$ cat config.mk
export PLATFORM = sky130hd
export DESIGN_NAME = target_centroid_tracker
export DESIGN_NICKNAME = d
export VERILOG_FILES = /design/src/rtl/tracking_pkg.sv /design/src/rtl/seq_divider.sv /design/src/rtl/target_centroid_tracker.sv
export SDC_FILE = /design/constraint.sdc
export NUM_CORES = 1
export LEC_CHECK = 0
export ABC_AREA = 1
export BUFFER_PORTS_ARGS = -buffer_cell sky130_fd_sc_hd__buf_2
export CORE_ASPECT_RATIO = 0.9
export CORE_MARGIN = 5
export CORE_UTILIZATION = 54
export CTS_BUF_LIST = sky130_fd_sc_hd__clkbuf_2 sky130_fd_sc_hd__clkbuf_4 sky130_fd_sc_hd__clkbuf_8
export CTS_CLUSTER_SIZE = 25
export DETAILED_ROUTE_END_ITERATION = 10
export PLACE_DENSITY = 0.72
export SYNTH_ARGS = -nofsm -noshare
export SYNTH_HDL_FRONTEND = slang
export SYNTH_SLANG_ARGS = --single-unit
$ cat constraint.sdc
create_clock -name i_clk -period 4.5 [get_ports i_clk]
set_clock_uncertainty 0.05 [all_clocks]
set_input_delay 0.45 -clock i_clk [delete_from_list [all_inputs] [get_ports i_clk]]
set_output_delay 0.45 -clock i_clk [all_outputs]
set_load 0.05 [all_outputs]
$ cat src/rtl/tracking_pkg.sv
// Shared constants, widths and FSM state type for the target centroid tracker.
package tracking_pkg;

  localparam int FRAME_W = 640;
  localparam int FRAME_H = 480;
  localparam int SUB_H   = 64;
  localparam int SUB_V   = 48;

  localparam int R_MSB = 29;
  localparam int R_LSB = 20;
  localparam int G_MSB = 19;
  localparam int G_LSB = 10;
  localparam int B_MSB = 9;
  localparam int B_LSB = 0;

  localparam int SUM_W   = 28;
  localparam int CNT_W   = 19;
  localparam int COORD_W = 10;

  typedef enum logic [1:0] {
    ACCUM = 2'd0,
    DIV_H = 2'd1,
    DIV_V = 2'd2,
    OUT   = 2'd3
  } track_state_e;

endpackage

$ cat src/rtl/seq_divider.sv
// Restoring divider, one quotient bit per cycle. i_start performs the first
// iteration; o_done is high during the cycle whose closing edge performs the
// last iteration, so o_quotient holds the result from the following cycle on.
module seq_divider
  import tracking_pkg::*;
(
  input  logic               i_clk,
  input  logic               i_rst,
  input  logic               i_start,
  input  logic [SUM_W-1:0]   i_dividend,
  input  logic [CNT_W-1:0]   i_divisor,
  output logic [COORD_W-1:0] o_quotient,
  output logic               o_done
);

  localparam int ITER_W = $clog2(SUM_W);

  logic [SUM_W-1:0]  quo_q, quo_d;
  logic [CNT_W-1:0]  rem_q, rem_d;
  logic [CNT_W-1:0]  dvs_q, dvs_d;
  logic [ITER_W-1:0] iter_q, iter_d;
  logic              busy_q, busy_d;

  logic [SUM_W-1:0]  src_quo;
  logic [CNT_W-1:0]  src_rem;
  logic [CNT_W-1:0]  src_dvs;
  logic [CNT_W:0]    trial;
  logic              fits;
  logic [CNT_W-1:0]  step_rem;
  logic [SUM_W-1:0]  step_quo;

  // One restoring step: shift in the next dividend bit, subtract if it fits.
  always_comb begin
    src_quo  = i_start ? i_dividend : quo_q;
    src_rem  = i_start ? '0 : rem_q;
    src_dvs  = i_start ? i_divisor : dvs_q;
    trial    = {src_rem, src_quo[SUM_W-1]};
    fits     = (trial >= {1'b0, src_dvs});
    step_rem = fits ? (trial[CNT_W-1:0] - src_dvs) : trial[CNT_W-1:0];
    step_quo = {src_quo[SUM_W-2:0], fits};

    quo_d  = quo_q;
    rem_d  = rem_q;
    dvs_d  = dvs_q;
    iter_d = iter_q;
    busy_d = busy_q;
    if (i_start) begin
      quo_d  = step_quo;
      rem_d  = step_rem;
      dvs_d  = i_divisor;
      iter_d = ITER_W'(SUM_W - 1);
      busy_d = 1'b1;
    end else if (busy_q) begin
      quo_d  = step_quo;
      rem_d  = step_rem;
      iter_d = iter_q - 1'b1;
      if (iter_q == ITER_W'(1)) busy_d = 1'b0;
    end
  end

  // Divider state registers with synchronous reset.
  always_ff @(posedge i_clk) begin
    if (i_rst) begin
      quo_q  <= '0;
      rem_q  <= '0;
      dvs_q  <= '0;
      iter_q <= '0;
      busy_q <= 1'b0;
    end else begin
      quo_q  <= quo_d;
      rem_q  <= rem_d;
      dvs_q  <= dvs_d;
      iter_q <= iter_d;
      busy_q <= busy_d;
    end
  end

  assign o_done     = busy_q && (iter_q == ITER_W'(1));
  assign o_quotient = quo_q[COORD_W-1:0];

endmodule

$ cat src/rtl/target_centroid_tracker.sv
// Per-frame red-target locator: accumulates matching pixel coordinates,
// divides at end of frame and emits the tracking sub-frame top-left corner.
module target_centroid_tracker
  import tracking_pkg::*;
#(
  parameter logic [9:0] R_MIN     = 10'd600,
  parameter logic [9:0] G_MAX     = 10'd300,
  parameter logic [9:0] B_MAX     = 10'd300,
  parameter int         MIN_COUNT = 16
) (
  input  logic         i_clk,
  input  logic         i_rst,
  input  logic         i_pix_val,
  input  logic [9:0]   i_h,
  input  logic [9:0]   i_v,
  input  logic [29:0]  i_color,
  output logic [9:0]   o_pointH,
  output logic [9:0]   o_pointV,
  output logic         o_pointVAL,
  output logic         o_lost,
  output logic         o_overrun
);

  localparam logic signed [10:0] HALF_H = 11'(SUB_H / 2);
  localparam logic signed [10:0] HALF_V = 11'(SUB_V / 2);
  localparam logic signed [10:0] MAX_H  = 11'(FRAME_W - SUB_H);
  localparam logic signed [10:0] MAX_V  = 11'(FRAME_H - SUB_V);

  track_state_e     state_q, state_d;
  logic [SUM_W-1:0] sum_h_q, sum_h_d, sum_v_q, sum_v_d;
  logic [CNT_W-1:0] cnt_q, cnt_d;
  logic [SUM_W-1:0] snap_h_q, snap_h_d, snap_v_q, snap_v_d;
  logic [CNT_W-1:0] snap_cnt_q, snap_cnt_d;
  logic             start_q, start_d;
  logic [9:0]       qh_q, qh_d;
  logic [9:0]       point_h_q, point_h_d, point_v_q, point_v_d;
  logic             point_val_q, point_val_d;
  logic             lost_q, lost_d;
  logic             overrun_q, overrun_d;

  logic             match, eof;
  logic [SUM_W-1:0] sum_h_inc, sum_v_inc;
  logic [CNT_W-1:0] cnt_inc;
  logic signed [10:0] diff_h, diff_v;
  logic [9:0]       clamp_h, clamp_v;
  logic [SUM_W-1:0] div_dividend;
  logic [9:0]       div_quotient;
  logic             div_done;

  // The one shared divider handles H first, then V.
  seq_divider u_div (
    .i_clk      (i_clk),
    .i_rst      (i_rst),
    .i_start    (start_q),
    .i_dividend (div_dividend),
    .i_divisor  (snap_cnt_q),
    .o_quotient (div_quotient),
    .o_done     (div_done)
  );

  assign div_dividend = (state_q == DIV_H) ? snap_h_q : snap_v_q;

  // Pixel classification and the accumulator values including this pixel.
  always_comb begin
    match = i_pix_val
         && (i_color[R_MSB:R_LSB] >= R_MIN)
         && (i_color[G_MSB:G_LSB] <= G_MAX)
         && (i_color[B_MSB:B_LSB] <= B_MAX);
    eof = i_pix_val && (i_h == 10'(FRAME_W - 1)) && (i_v == 10'(FRAME_H - 1));
    sum_h_inc = sum_h_q + (match ? SUM_W'(i_h) : '0);
    sum_v_inc = sum_v_q + (match ? SUM_W'(i_v) : '0);
    cnt_inc   = cnt_q + CNT_W'(match);
  end

  // Centre-to-corner offset, clamped so the box stays on screen.
  always_comb begin
    diff_h = $signed({1'b0, qh_q}) - HALF_H;
    diff_v = $signed({1'b0, div_quotient}) - HALF_V;
    if (diff_h < 0)          clamp_h = '0;
    else if (diff_h > MAX_H) clamp_h = MAX_H[9:0];
    else                     clamp_h = diff_h[9:0];
    if (diff_v < 0)          clamp_v = '0;
    else if (diff_v > MAX_V) clamp_v = MAX_V[9:0];
    else                     clamp_v = diff_v[9:0];
  end

  // Accumulation, end-of-frame snapshot and the divide/output sequence.
  always_comb begin
    state_d     = state_q;
    sum_h_d     = sum_h_inc;
    sum_v_d     = sum_v_inc;
    cnt_d       = cnt_inc;
    snap_h_d    = snap_h_q;
    snap_v_d    = snap_v_q;
    snap_cnt_d  = snap_cnt_q;
    start_d     = 1'b0;
    qh_d        = qh_q;
    point_h_d   = point_h_q;
    point_v_d   = point_v_q;
    point_val_d = 1'b0;
    lost_d      = 1'b0;
    overrun_d   = 1'b0;

    if (eof) begin
      sum_h_d = '0;
      sum_v_d = '0;
      cnt_d   = '0;
      if (state_q == ACCUM) begin
        if (cnt_inc < CNT_W'(MIN_COUNT)) begin
          lost_d = 1'b1;
        end else begin
          snap_h_d   = sum_h_inc;
          snap_v_d   = sum_v_inc;
          snap_cnt_d = cnt_inc;
          start_d    = 1'b1;
          state_d    = DIV_H;
        end
      end else begin
        overrun_d = 1'b1;
      end
    end

    case (state_q)
      DIV_H: begin
        if (div_done) begin
          state_d = DIV_V;
          start_d = 1'b1;
        end
      end
      DIV_V: begin
        if (start_q) qh_d = div_quotient;
        if (div_done) state_d = OUT;
      end
      OUT: begin
        point_h_d   = clamp_h;
        point_v_d   = clamp_v;
        point_val_d = 1'b1;
        state_d     = ACCUM;
      end
      default: ;
    endcase
  end

  // State registers; reset parks the outputs off-screen.
  always_ff @(posedge i_clk) begin
    if (i_rst) begin
      state_q     <= ACCUM;
      sum_h_q     <= '0;
      sum_v_q     <= '0;
      cnt_q       <= '0;
      snap_h_q    <= '0;
      snap_v_q    <= '0;
      snap_cnt_q  <= '0;
      start_q     <= 1'b0;
      qh_q        <= '0;
      point_h_q   <= 10'h3FF;
      point_v_q   <= 10'h3FF;
      point_val_q <= 1'b0;
      lost_q      <= 1'b0;
      overrun_q   <= 1'b0;
    end else begin
      state_q     <= state_d;
      sum_h_q     <= sum_h_d;
      sum_v_q     <= sum_v_d;
      cnt_q       <= cnt_d;
      snap_h_q    <= snap_h_d;
      snap_v_q    <= snap_v_d;
      snap_cnt_q  <= snap_cnt_d;
      start_q     <= start_d;
      qh_q        <= qh_d;
      point_h_q   <= point_h_d;
      point_v_q   <= point_v_d;
      point_val_q <= point_val_d;
      lost_q      <= lost_d;
      overrun_q   <= overrun_d;
    end
  end

  assign o_pointH   = point_h_q;
  assign o_pointV   = point_v_q;
  assign o_pointVAL = point_val_q;
  assign o_lost     = lost_q;
  assign o_overrun  = overrun_q;

endmodule

==> flow_summary.json <==
{
  "finalCriticalPeriod_ps": 3580,
  "clk_path_buf_depth": 3,
  "grt_pass1_vias": 12251,
  "max_slew.worst_pin.slew_ps": 1090,
  "ys_ff_latch": 258,
  "syn_nets": 2155,
  "synth_top_area_share_pct": 37.6,
  "ant_nets": 0,
  "status": "completed",
  "wl_per_cell_um": 13.7,
  "die_y_um": 161,
  "slew-limit-headroom_pct": 27.0,
  "grt_max_degree": 112,
  "ios": 76,
  "vias": 12941,
  "overflow": 0,
  "crit_path_start_kind": "register",
  "yosys_warnings": 0,
  "critical_path_class": "register to register",
  "coreArea_um2": 25100,
  "grt_pass1_wl_um": 57000,
  "leakagePower_nw": 6.83,
  "cp_data_required_time_ps": 4890,
  "dp_cells": 2392,
  "synth_area_um2": 13700,
  "grtUsageTotal_pct": 23.3,
  "p_per_area_nw_per_um2": 297,
  "via_per_inst": 5.26,
  "slowest_stage": "buf_4",
  "rsz0062_at_grt": "false",
  "yosysTopAreaCell": "dfxtp_1",
  "hold_viol_final": 0,
  "diodes": 0,
  "crit_chain": "buf_4 -> buf_4 -> nor2_1 -> ha_1 -> a21oi_1 -> nor2_1 -> nor3b_1 -> nand2_1 -> nor2_1 -> nand2_1 -> nor2_1 -> inv_1 -> o21ai_0 -> nor2_1",
  "clk_latency_ps": 560,
  "place.gp.congestion": 0.922,
  "hpwl_um": 24000,
  "cts_buffers": 42,
  "synth_cell_types": 44,
  "num_rows": 55,
  "antenna_found_initial": 0,
  "final_cell_mix": "428 x nand2_1, 379 x nor2_1, 257 x dfxtp_1",
  "hold_buffers": 0,
  "die_area_um2": 28700,
  "final_common_cell": "nand2_1",
  "cpPeakStageDelay_ps": 490,
  "cpMostUsedCell": "nor2_1",
  "stdcell_count": 2460,
  "synthCells": 2054,
  "ir_worst_vdd_mv": 0.336,
  "dieWidth_um": 178,
  "maxCapViolations": 0,
  "setup_tns_ps": 0,
  "start_util_pct": 54.7,
  "setup_ws_ps": 917,
  "placed_cell_area_um2": 14300,
  "ctsResizeCount": 0,
  "cts_sinks": 258,
  "synth.area.top_cells": "dfxtp_1 38%, nand2_1 12%, nor2_1 10%",
  "timing.fmax_mhz": 279,
  "cts_setup_buffers": 0,
  "tritoncts": "yes",
  "cts.clk_slew.worst_paths_ps": 60,
  "cts_max_level": 2,
  "routed_wl_um": 33600,
  "ys_seq_area_share_pct": 37.6,
  "clock-root-buffer": "clkbuf_8",
  "drtPass1Iterations": 5,
  "finalNetCount": 2195,
  "final_area_um2": 15100,
  "maxSlewViolCount": 0,
  "dp_slack_ps": 698,
  "finalCritPeriodShare_pct": 79.6,
  "layout-drive-gt1-share_pct": 8.36,
  "area_growth_pct": 9.91,
  "setup_viol": 0,
  "hold_slack_ps": 351,
  "min_path_type": "input pin to register",
  "endpoint_kind": "register",
  "syn_avg_cell_area_um2": 6.69,
  "drc": 0,
  "critPathArrivalTime_ps": 3980,
  "drt_iter0_markers": 955,
  "worstPathMaxFanout": 46,
  "port_buffers": 72
}
==> cell families after synthesis <==
kind of cell	Yosys count	synth area share [%]
simple gates	1053	31.7
compound gates	336	12.9
buf+inv	290	8.74
flops	258	37.6
xor+xnor	55	3.51
fa+ha+maj	48	4.54
mux	14	1.02
==> layout make-up <==
type                       instances  area (µm²)
clock inverter                     8        67.6
inverter                         199         747
tap                              342         428
sequential                       258        5170
fill                            2409       10000
multi-input combinational       1506        7400
clock buffer                      60         776
timing repair buffer              87         510
==> worst max-delay path, delay by kind of cell (launching register included) <==
kind | cells | cell delay, ps
flip-flops | 1 | 410
buffers and inverters | 3 | 1150
AO/OA/AOI/OAI | 2 | 460
AND/OR/NAND/NOR | 8 | 1040
adder cells (fa/ha/maj) | 1 | 340
==> worst paths after layout <==
path,endpoint,cells past startpoint,slack (ps),start
worst min-delay path,sum_v_q[1],4,350,i_v[1]
worst max register to register,u_div.rem_q[3],14,920,start_q
worst min register to register,o_pointV[9],2,400,o_pointV[9]
worst max-delay path,u_div.rem_q[3],14,920,start_q
==> cell usage after synthesis, drive strengths merged <==
| master | instances |
|---|---|
| a211oi | 2 |
| a21boi | 3 |
| a21o | 6 |
| a21oi | 194 |
| a22oi | 4 |
| a31oi | 4 |
| and2 | 2 |
| and3 | 2 |
| buf | 40 |
| clkbuf | 51 |
| clkinv | 2 |
| dfxtp | 258 |
| fa | 3 |
| ha | 45 |
| inv | 197 |
| mux2i | 14 |
| nand2 | 432 |
| nand3 | 168 |
| nand3b | 9 |
| nand4 | 22 |
| nor2 | 386 |
| nor3 | 19 |
| nor3b | 1 |
| nor4 | 7 |
| o211a | 2 |
| o211ai | 4 |
| o21a | 3 |
| o21ai | 102 |
| o21bai | 2 |
| o22ai | 6 |
| o31ai | 4 |
| or2 | 5 |
| xnor2 | 29 |
| xor2 | 26 |
==> sequential cells by signal (all words and copies together) (netlist names), 2 cells and up <==
signal / flops
cnt_q: 19
o_pointH: 10
o_pointV: 10
qh_q: 10
snap_cnt_q: 19
snap_h_q: 28
snap_v_q: 28
state_q: 2
sum_h_q: 28
sum_v_q: 28
u_div.dvs_q: 19
u_div.iter_q: 5
u_div.quo_q: 28
u_div.rem_q: 19
==> metrics by stage <==
step           utilization, %  total power (W)
4_1_cts                  60.1          0.00453
3_3_place_gp             56.8          0.00244
2_1_floorplan               -          0.00240
5_1_grt                  60.1          0.00464
3_5_place_dp             56.8          0.00244
6_report                 60.1          0.00448
==> metal layers <==
layer | vias to the layer above | part of all wire, % | GRT usage [%] | wire [µm]
li1 | 6727 | - | - | -
met1 | 5894 | 47 | 31.3 | 15800
met2 | 262 | 47 | 39.4 | 15700
met3 | 58 | 4.0 | 3.28 | 1350
met4 | 0 | 2.3 | 6.54 | 767
met5 | - | 0 | 0 | 0
==> power breakdown <==
part | internal (W) | switching (W)
combinational | 0.0000360 | 0.0000674
clock | 0.00116 | 0.000936
sequential | 0.00229 | 0.000000598
(Power assumes the default switching activity.)
